<file path="config.mk">
export PLATFORM = sky130hd
export DESIGN_NAME = nibble_add_seq
export DESIGN_NICKNAME = d
export VERILOG_FILES = /design/src/rtl/nibble_add_pkg.sv /design/src/rtl/foutbit.sv /design/src/rtl/nibble_add_seq.sv
export SDC_FILE = /design/constraint.sdc
export NUM_CORES = 1
export LEC_CHECK = 0
export ABC_AREA = 0
export ABC_CLOCK_PERIOD_IN_PS = 3600
export CORE_UTILIZATION = 40
export CTS_CLUSTER_DIAMETER = 50
export DETAILED_ROUTE_END_ITERATION = 8
export GPL_ROUTABILITY_DRIVEN = 1
export PLACE_DENSITY = 0.71
export SLEW_MARGIN = 10
export SYNTH_ARGS = -nofsm -noshare
export SYNTH_HDL_FRONTEND = slang
export SYNTH_SLANG_ARGS = --single-unit
</file>
<file path="constraint.sdc">
create_clock -name clk -period 3.6 [get_ports clk]
set_input_delay 0.36 -clock clk [delete_from_list [all_inputs] [get_ports clk]]
set_output_delay 0.36 -clock clk [all_outputs]
set_load 0.01 [all_outputs]
</file>
<file path="src/rtl/nibble_add_pkg.sv">
// Shared constants and FSM encoding for the nibble-serial adder.
package nibble_add_pkg;
  localparam int NW = 4;

  typedef enum logic [1:0] {
    IDLE = 2'd0,
    RUN  = 2'd1,
    DONE = 2'd2
  } state_t;
endpackage

</file>
<file path="src/rtl/foutbit.sv">
// 4-bit ripple-carry adder built from four full-adder cells.
module foutbit (
  input  logic cin,
  input  logic a0,
  input  logic a1,
  input  logic a2,
  input  logic a3,
  input  logic b0,
  input  logic b1,
  input  logic b2,
  input  logic b3,
  output logic cout,
  output logic s0,
  output logic s1,
  output logic s2,
  output logic s3
);
  logic c1, c2, c3;

  assign s0   = a0 ^ b0 ^ cin;
  assign c1   = (a0 & b0) | (cin & (a0 ^ b0));
  assign s1   = a1 ^ b1 ^ c1;
  assign c2   = (a1 & b1) | (c1 & (a1 ^ b1));
  assign s2   = a2 ^ b2 ^ c2;
  assign c3   = (a2 & b2) | (c2 & (a2 ^ b2));
  assign s3   = a3 ^ b3 ^ c3;
  assign cout = (a3 & b3) | (c3 & (a3 ^ b3));
endmodule

</file>
<file path="src/rtl/nibble_add_seq.sv">
// Nibble-serial add/subtract: one shared 4-bit adder, LSB nibble first,
// result after NIBBLES RUN cycles with a one-cycle done pulse.
module nibble_add_seq
  import nibble_add_pkg::*;
#(
  parameter int NIBBLES = 4
) (
  input  logic                  clk,
  input  logic                  rst,
  input  logic                  start,
  input  logic                  sub,
  input  logic                  cin,
  input  logic [NW*NIBBLES-1:0] a,
  input  logic [NW*NIBBLES-1:0] b,
  output logic                  busy,
  output logic                  done,
  output logic [NW*NIBBLES-1:0] sum,
  output logic                  cout
);
  localparam int IW = (NIBBLES > 1) ? $clog2(NIBBLES) : 1;
  localparam logic [IW-1:0] LAST = IW'(NIBBLES - 1);

  state_t state, state_nx;

  logic [NIBBLES-1:0][NW-1:0] a_q, b_q, sum_q;
  logic                       sub_q, carry, cout_q;
  logic [IW-1:0]              idx;
  logic [NW-1:0]              an, bn, sn;
  logic                       co, accept, last;

  always_comb begin
    accept   = start && (state != RUN);
    last     = (idx == LAST);
    an       = a_q[idx];
    // subtract is a + ~b + 1; the +1 comes from the carry seeded at accept
    bn       = sub_q ? ~b_q[idx] : b_q[idx];
    state_nx = state;
    case (state)
      IDLE:    if (accept) state_nx = RUN;
      RUN:     if (last)   state_nx = DONE;
      DONE:    state_nx = accept ? RUN : IDLE;
      default: state_nx = IDLE;
    endcase
  end

  foutbit u_add (
    .cin (carry),
    .a0  (an[0]), .a1(an[1]), .a2(an[2]), .a3(an[3]),
    .b0  (bn[0]), .b1(bn[1]), .b2(bn[2]), .b3(bn[3]),
    .cout(co),
    .s0  (sn[0]), .s1(sn[1]), .s2(sn[2]), .s3(sn[3])
  );

  always_ff @(posedge clk) begin
    if (rst) begin
      state  <= IDLE;
      a_q    <= '0;
      b_q    <= '0;
      sum_q  <= '0;
      sub_q  <= 1'b0;
      carry  <= 1'b0;
      cout_q <= 1'b0;
      idx    <= '0;
    end else begin
      state <= state_nx;
      if (accept) begin
        a_q    <= a;
        b_q    <= b;
        sub_q  <= sub;
        carry  <= sub ? 1'b1 : cin;
        idx    <= '0;
        sum_q  <= '0;
        cout_q <= 1'b0;
      end else if (state == RUN) begin
        sum_q[idx] <= sn;
        carry      <= co;
        idx        <= idx + IW'(1);
        // cout mirrors the final carry so it stays 0 until the result is ready
        if (last) cout_q <= co;
      end
    end
  end

  assign busy = (state == RUN);
  assign done = (state == DONE);
  assign sum  = sum_q;
  assign cout = cout_q;
endmodule

</file>
Word-level counts from Yosys, hierarchy flattened
Index checks and enable logic that the tools add are counted.
W data, S select, Z words.
{"block": "word_totals", "inputBits": 37, "word_cells": 69, "ff_bits": 55, "out_inout_bits": 19}
{"block": "op_classes", "n_addsub": 1, "n_lt_le_gt_ge": 2, "reduce_logical": 7, "bitwise_logic": 21, "n_eq_ne": 6, "muxes": 15}
{"op": "$bmux W4 S2", "n": 2}
{"op": "$bwmux W16", "n": 1}
{"op": "$mux W4", "n": 4}
{"op": "$and A1 B1 Y1", "n": 8}
{"op": "$demux W4 S2", "n": 1}
{"op": "$xor A1 B1 Y1", "n": 8}
{"op": "$pmux W2 S3", "n": 1}
{"op": "$eq A2 B2 Y1 const B", "n": 2}
{"op": "$mux W1", "n": 4}
{"op": "$mux W2", "n": 2}
{"op": "$ne A2 B1 Y1 const B", "n": 2}
{"op": "$not A4 Y4", "n": 1}
{"op": "$or A1 B1 Y1", "n": 4}
{"op": "$reduce_and A2 Y1", "n": 2}
{"op": "$lt A2 B3 Y1 const B", "n": 1}
{"op": "$add A2 B1 Y2 const B", "n": 1}
{"op": "$eq A2 B1 Y1 const B", "n": 1}
{"op": "$ge A2 B1 Y1 const B", "n": 1}
{"op": "$logic_and A1 B1 Y1", "n": 2}
{"op": "$logic_not A2 Y1", "n": 1}
{"op": "$ne A2 B2 Y1 const B", "n": 1}
{"op": "$reduce_bool A2 Y1", "n": 1}
{"op": "$reduce_or A2 Y1", "n": 1}

Depth between registers and ports, before layout
{"block": "depth", "word_depth": 15, "depth_mapped": 12, "depth_no_buf": 11}

Modules after synthesis
From an unflattened synthesis, not the netlist that was laid out.
{"block": "hier_totals", "hier_cells": 283, "area_unflattened_um2": 2632.5}
{"module": "nibble_add_seq", "cells_per_inst": 269, "area_each_um2": 2514.9, "seq_area_each_um2": 1101.1, "n_inst": 1}
{"module": "foutbit", "cells_per_inst": 14, "area_each_um2": 117.6, "seq_area_each_um2": 0.0, "n_inst": 1}

Worst setup path after synthesis
OpenSTA, ideal clock, no wires.
{"block": "synth_path", "path_kind": "register to register", "from": "reg idx[1]", "to": "reg sum_q (netlist bit sum[11])", "stages_incl_launch_ff": 13, "synth_period_minus_slack_ns": 2.896, "setup_time_ns": 0.114, "t_arrival_ns": 2.782, "path_slack_ns": 0.704, "path_buffers": 1, "required_ns": 3.486, "path_cell_list": "dfxtp_1 buf_6 mux4_2 xnor2_1 fa_1 inv_1 fa_1 inv_1 fa_1 inv_1 fa_1 mux2i_1 nor2_1"}
{"block": "synth_via", "elab_chain_len": 13, "elab_cells_between_ends": 26, "cone_classes": "2 x order compare; 8 x mux; 15 x bitwise; 1 x reduce/logical"}
{"item": "start: declaration", "line": "nibble_add_seq.sv:27", "source": "logic [IW-1:0] idx;"}
{"item": "start signal: assignment", "line": "nibble_add_seq.sv:77", "source": "idx <= idx + IW'(1);"}
{"item": "$bmux W4 S2", "line": "nibble_add_seq.sv:36", "source": "bn = sub_q ? ~b_q[idx] : b_q[idx];"}
{"item": "$mux W4 (not written as such)", "line": "nibble_add_seq.sv:36"}
{"item": "$not A4 Y4", "line": "nibble_add_seq.sv:36"}
{"item": "$mux W4", "line": "nibble_add_seq.sv:36"}
{"item": "$xor A1 B1 Y1", "line": "foutbit.sv:21", "source": "assign c1 = (a0 & b0) | (cin & (a0 ^ b0));"}
{"item": "$and A1 B1 Y1", "line": "foutbit.sv:21"}
{"item": "$or A1 B1 Y1", "line": "foutbit.sv:21"}
{"item": "$and A1 B1 Y1", "line": "foutbit.sv:23", "source": "assign c2 = (a1 & b1) | (c1 & (a1 ^ b1));"}
{"item": "$or A1 B1 Y1", "line": "foutbit.sv:23"}
{"item": "$and A1 B1 Y1", "line": "foutbit.sv:25", "source": "assign c3 = (a2 & b2) | (c2 & (a2 ^ b2));"}
{"item": "$or A1 B1 Y1", "line": "foutbit.sv:25"}
{"item": "$xor A1 B1 Y1 (*)", "line": "foutbit.sv:26", "source": "assign s3 = a3 ^ b3 ^ c3;"}
{"item": "net u_add.s3", "line": "foutbit.sv:16", "source": "output logic s3"}
{"item": "$bwmux W16 (*)", "line": "nibble_add_seq.sv:75", "source": "sum_q[idx] <= sn;"}
{"item": "end signal: indexed assignment", "line": "nibble_add_seq.sv:75"}
{"item": "end: declaration", "line": "nibble_add_seq.sv:25", "source": "logic [NIBBLES-1:0][NW-1:0] a_q, b_q, sum_q;"}
The timed path passes the listed nets; every way through them passes the cells marked *. The select of a mux whose other input is x is not followed.
A chain may end at the register's enable or synchronous reset.

Worst setup path after layout
{"block": "layout_path", "from": "reg idx[1]", "to": "reg sum_q (netlist bit sum[7])"}
The elaborated chain is that of the path after synthesis.

==> impl_metrics.ini <==
[logic_synthesis]
synth_edf_count = 0
synth.area.top_cells = dfxtp_1 (44%), a21oi_1 (7.3%), nand3_1 (7.1%)
synth_mux_area_frac = 0.0950
avgSynthCellArea_um2 = 9.44
synth_compound_area_frac = 0.188
synth_top_family_by_area = compound AO/OA/AOI/OAI gates
synth_most_common_cell = dfxtp_1
syn_nets = 313
synth_ff_type = dfxtp_1
yosysWarnings = 0
ys_ff_latch = 55
synthSimpleGateAreaFrac = 0.124
synth_xor_area_frac = 0.0173
yosys.area.top_type = dfxtp_1
synth.distinct_cells = 31
syn_inst = 268
synth_top_area_frac = 0.435
synth_commonest_cells = dfxtp_1 (55), a21oi_1 (37), nand3_1 (36)
synth-async-reset-ratio = 0
synth_area_mm2 = 0.00253
ys_seq_area_frac = 0.435
yosys.area_share.adder = 0.0514

[clocking]
cts.hold.buffers_added = 0
cts_max_path_buffers = 2
h-tree-depth = 2
post_cts_buffers = 0
numClockSinks = 55
clock-root-buffer = clkbuf_8
worstSkewPairLatency_ns = 0.31
tritoncts = built
cts_buffers = 5
cts_resized = 0
cts.clk_slew.worst_paths_ns = 0.09

[floorplan]
die_h_um = 81.5
rows = 28
core-area_mm2 = 0.00603
io_pins = 56
die_w_um = 81.5
initial_core_util = 0.420
die_area_mm2 = 0.00665

[finish]
antenna_cells = 0
final_nets = 351
syn_to_final_growth_pct = 24.2
multi_input_area_mm2 = 0.00120
n_fill_cell = 545
drive_gt1_frac = 0.0912
final-seq-area_mm2 = 0.00110
fin_util = 0.522
finalInstanceArea_mm2 = 0.00314
final_cells = 382

[global_routing]
grt_use_total = 0.178
antenna_found_initial = 0
grt_max_degree = 45
gr-total-overflow = 0
grt_pass1_wl_um = 9000
grt_pass1_vias = 1890

[sta]
max_freq_mhz = 341
holdWs_ns = 0.464
hold_viol = 0
fin_ws_ns = 0.670
tightestPinTransition_ns = 0.890
relSlewSlack = 0.406
period_share = 0.814
drv_slew = 0
tns_ns = 0
finalSetupViolations = 0
rsz0062_at_grt = false
fin_worst_skew_ns = 0.00481
post-route-min-period_ns = 2.93

[critical_path]
max_stage_delay_ns = 0.51
critPathSlowestCell = mux4_2
crit_top_cell = fa_1
critPathLaunchType = flip-flop
cp_cell_sequence = mux4_2, xnor2_1, fa_1, inv_1, fa_1, inv_1, fa_1, inv_1, fa_1, mux2i_1, nor2_1
endpoint_kind = flip-flop
crit_type = reg2reg
worstPathRequired_ns = 3.77
critPathArrivalTime_ns = 3.10
critPathMaxFanout = 4

[place]
gp_congestion = 0.782
io_buffer_count = 55
placedCellCount = 374
place_area_mm2 = 0.00303
place_ws_ns = 0.680
detailedPlacementHpwl_um = 3890

[min_path]
hold_class = reg2reg

[power]
switching_share = 0.249
p_comb_frac = 0.162
total_power_mw = 1.28
cellLeakagePower_nw = 1.09
p_seq_frac = 0.511
switching_power_uw = 318
p_clk_frac = 0.327
ir_drop_mv = 0.265
p_int_uw = 961
power_density_mw_per_mm2 = 407

[drt]
firstDrtPassIters = 4
vias_per_cell = 5.46
drcViolationCount = 0
wl_per_cell_um = 14.4
vias = 2084
postRouteWirelength_um = 5520
antenna_left = 0
drt_iter0_markers = 87

[flow_run]
cap_violations = 0

[status]
status = completed
==> area by class of cell <==
type / count / area share
Clock inverter: 2 / 0.0111
Clock buffer: 6 / 0.0263
Tap cell: 75 / 0.0299
Inverter: 10 / 0.0143
Multi-Input combinational cell: 175 / 0.383
Timing Repair Buffer: 59 / 0.185
Sequential cell: 55 / 0.350
==> worst paths after layout <==
kind,from,to,slack (ns),depth (start not counted)
worst max-delay path,idx[1],sum[7],0.67,11
worst min-delay path,sum[13],sum[13],0.46,2
worst max register to register,idx[1],sum[7],0.67,11
worst min register to register,sum[13],sum[13],0.46,2
==> layer usage <==
layer | GRT usage | wire length, um
met1 | 0.225 | 2480
met2 | 0.301 | 2730
met3 | 0.0411 | 215
met4 | 0.0536 | 87
met5 | 0 | 0
==> critical path, delay by kind of cell, from the launching register on <==
kind	cells	cell delay, ns
fa+ha+maj	4	1.35
mux	2	0.69
flops	1	0.36
buf+inv	3	0.20
xor+xnor	1	0.15
simple gates	1	0.06
==> sequential cells by signal (all words and copies together) (netlist names) <==
name and flops:
sub_q 1, idx 2, sum 16, carry 1, b_q 16, cout 1
a_q 16, state 2
==> cell families (layout without fill, tap and decap cells) <==
family                     count (synthesis)  count (layout)
muxes                                     14              14
buffers and inverters                     38              77
DFF                                       55              55
AOI/OAI and AO/OA                         84              84
xor gates and xnor gates                   5               5
and+or+nand+nor                           64              64
adders and majority gates                  8               8
==> layout by cell type (no fill, tap or decap) <==
cell              n
clkbuf_8          6
clkinv_2          1
nand3_1          36
o311ai_0          1
xor2_1            2
xnor2_1           3
o22a_1            1
a21o_1            1
o21ai_0          27
nand3b_1          1
inv_1             9
clkdlybuf4s50_1  55
ha_1              4
nand2b_2          1
o21ai_1           6
buf_4             4
nand2_1           6
dfxtp_1          55
mux2i_1           6
a21oi_1          37
mux4_2            8
fa_1              4
nor2b_1           1
bufinv_16         1
a211oi_1          6
and3b_1           3
or2_2             1
nor2_1           15
inv_8             1
a311oi_2          2
a21oi_2           3
==> power by group through the flow <==
| stage | clock (mW) | sequential [mW] | combinational (mW) |
|---|---|---|---|
| CTS | 0.422 | 0.654 | 0.210 |
| global route | 0.449 | 0.658 | 0.230 |
| global placement | 0 | 0.667 | 0.206 |
| detailed placement | 0 | 0.668 | 0.210 |
| floorplan | 0 | 0.662 | 0.146 |
| finish | 0.418 | 0.654 | 0.207 |
No activity file was read; power rests on OpenSTA's default activity.
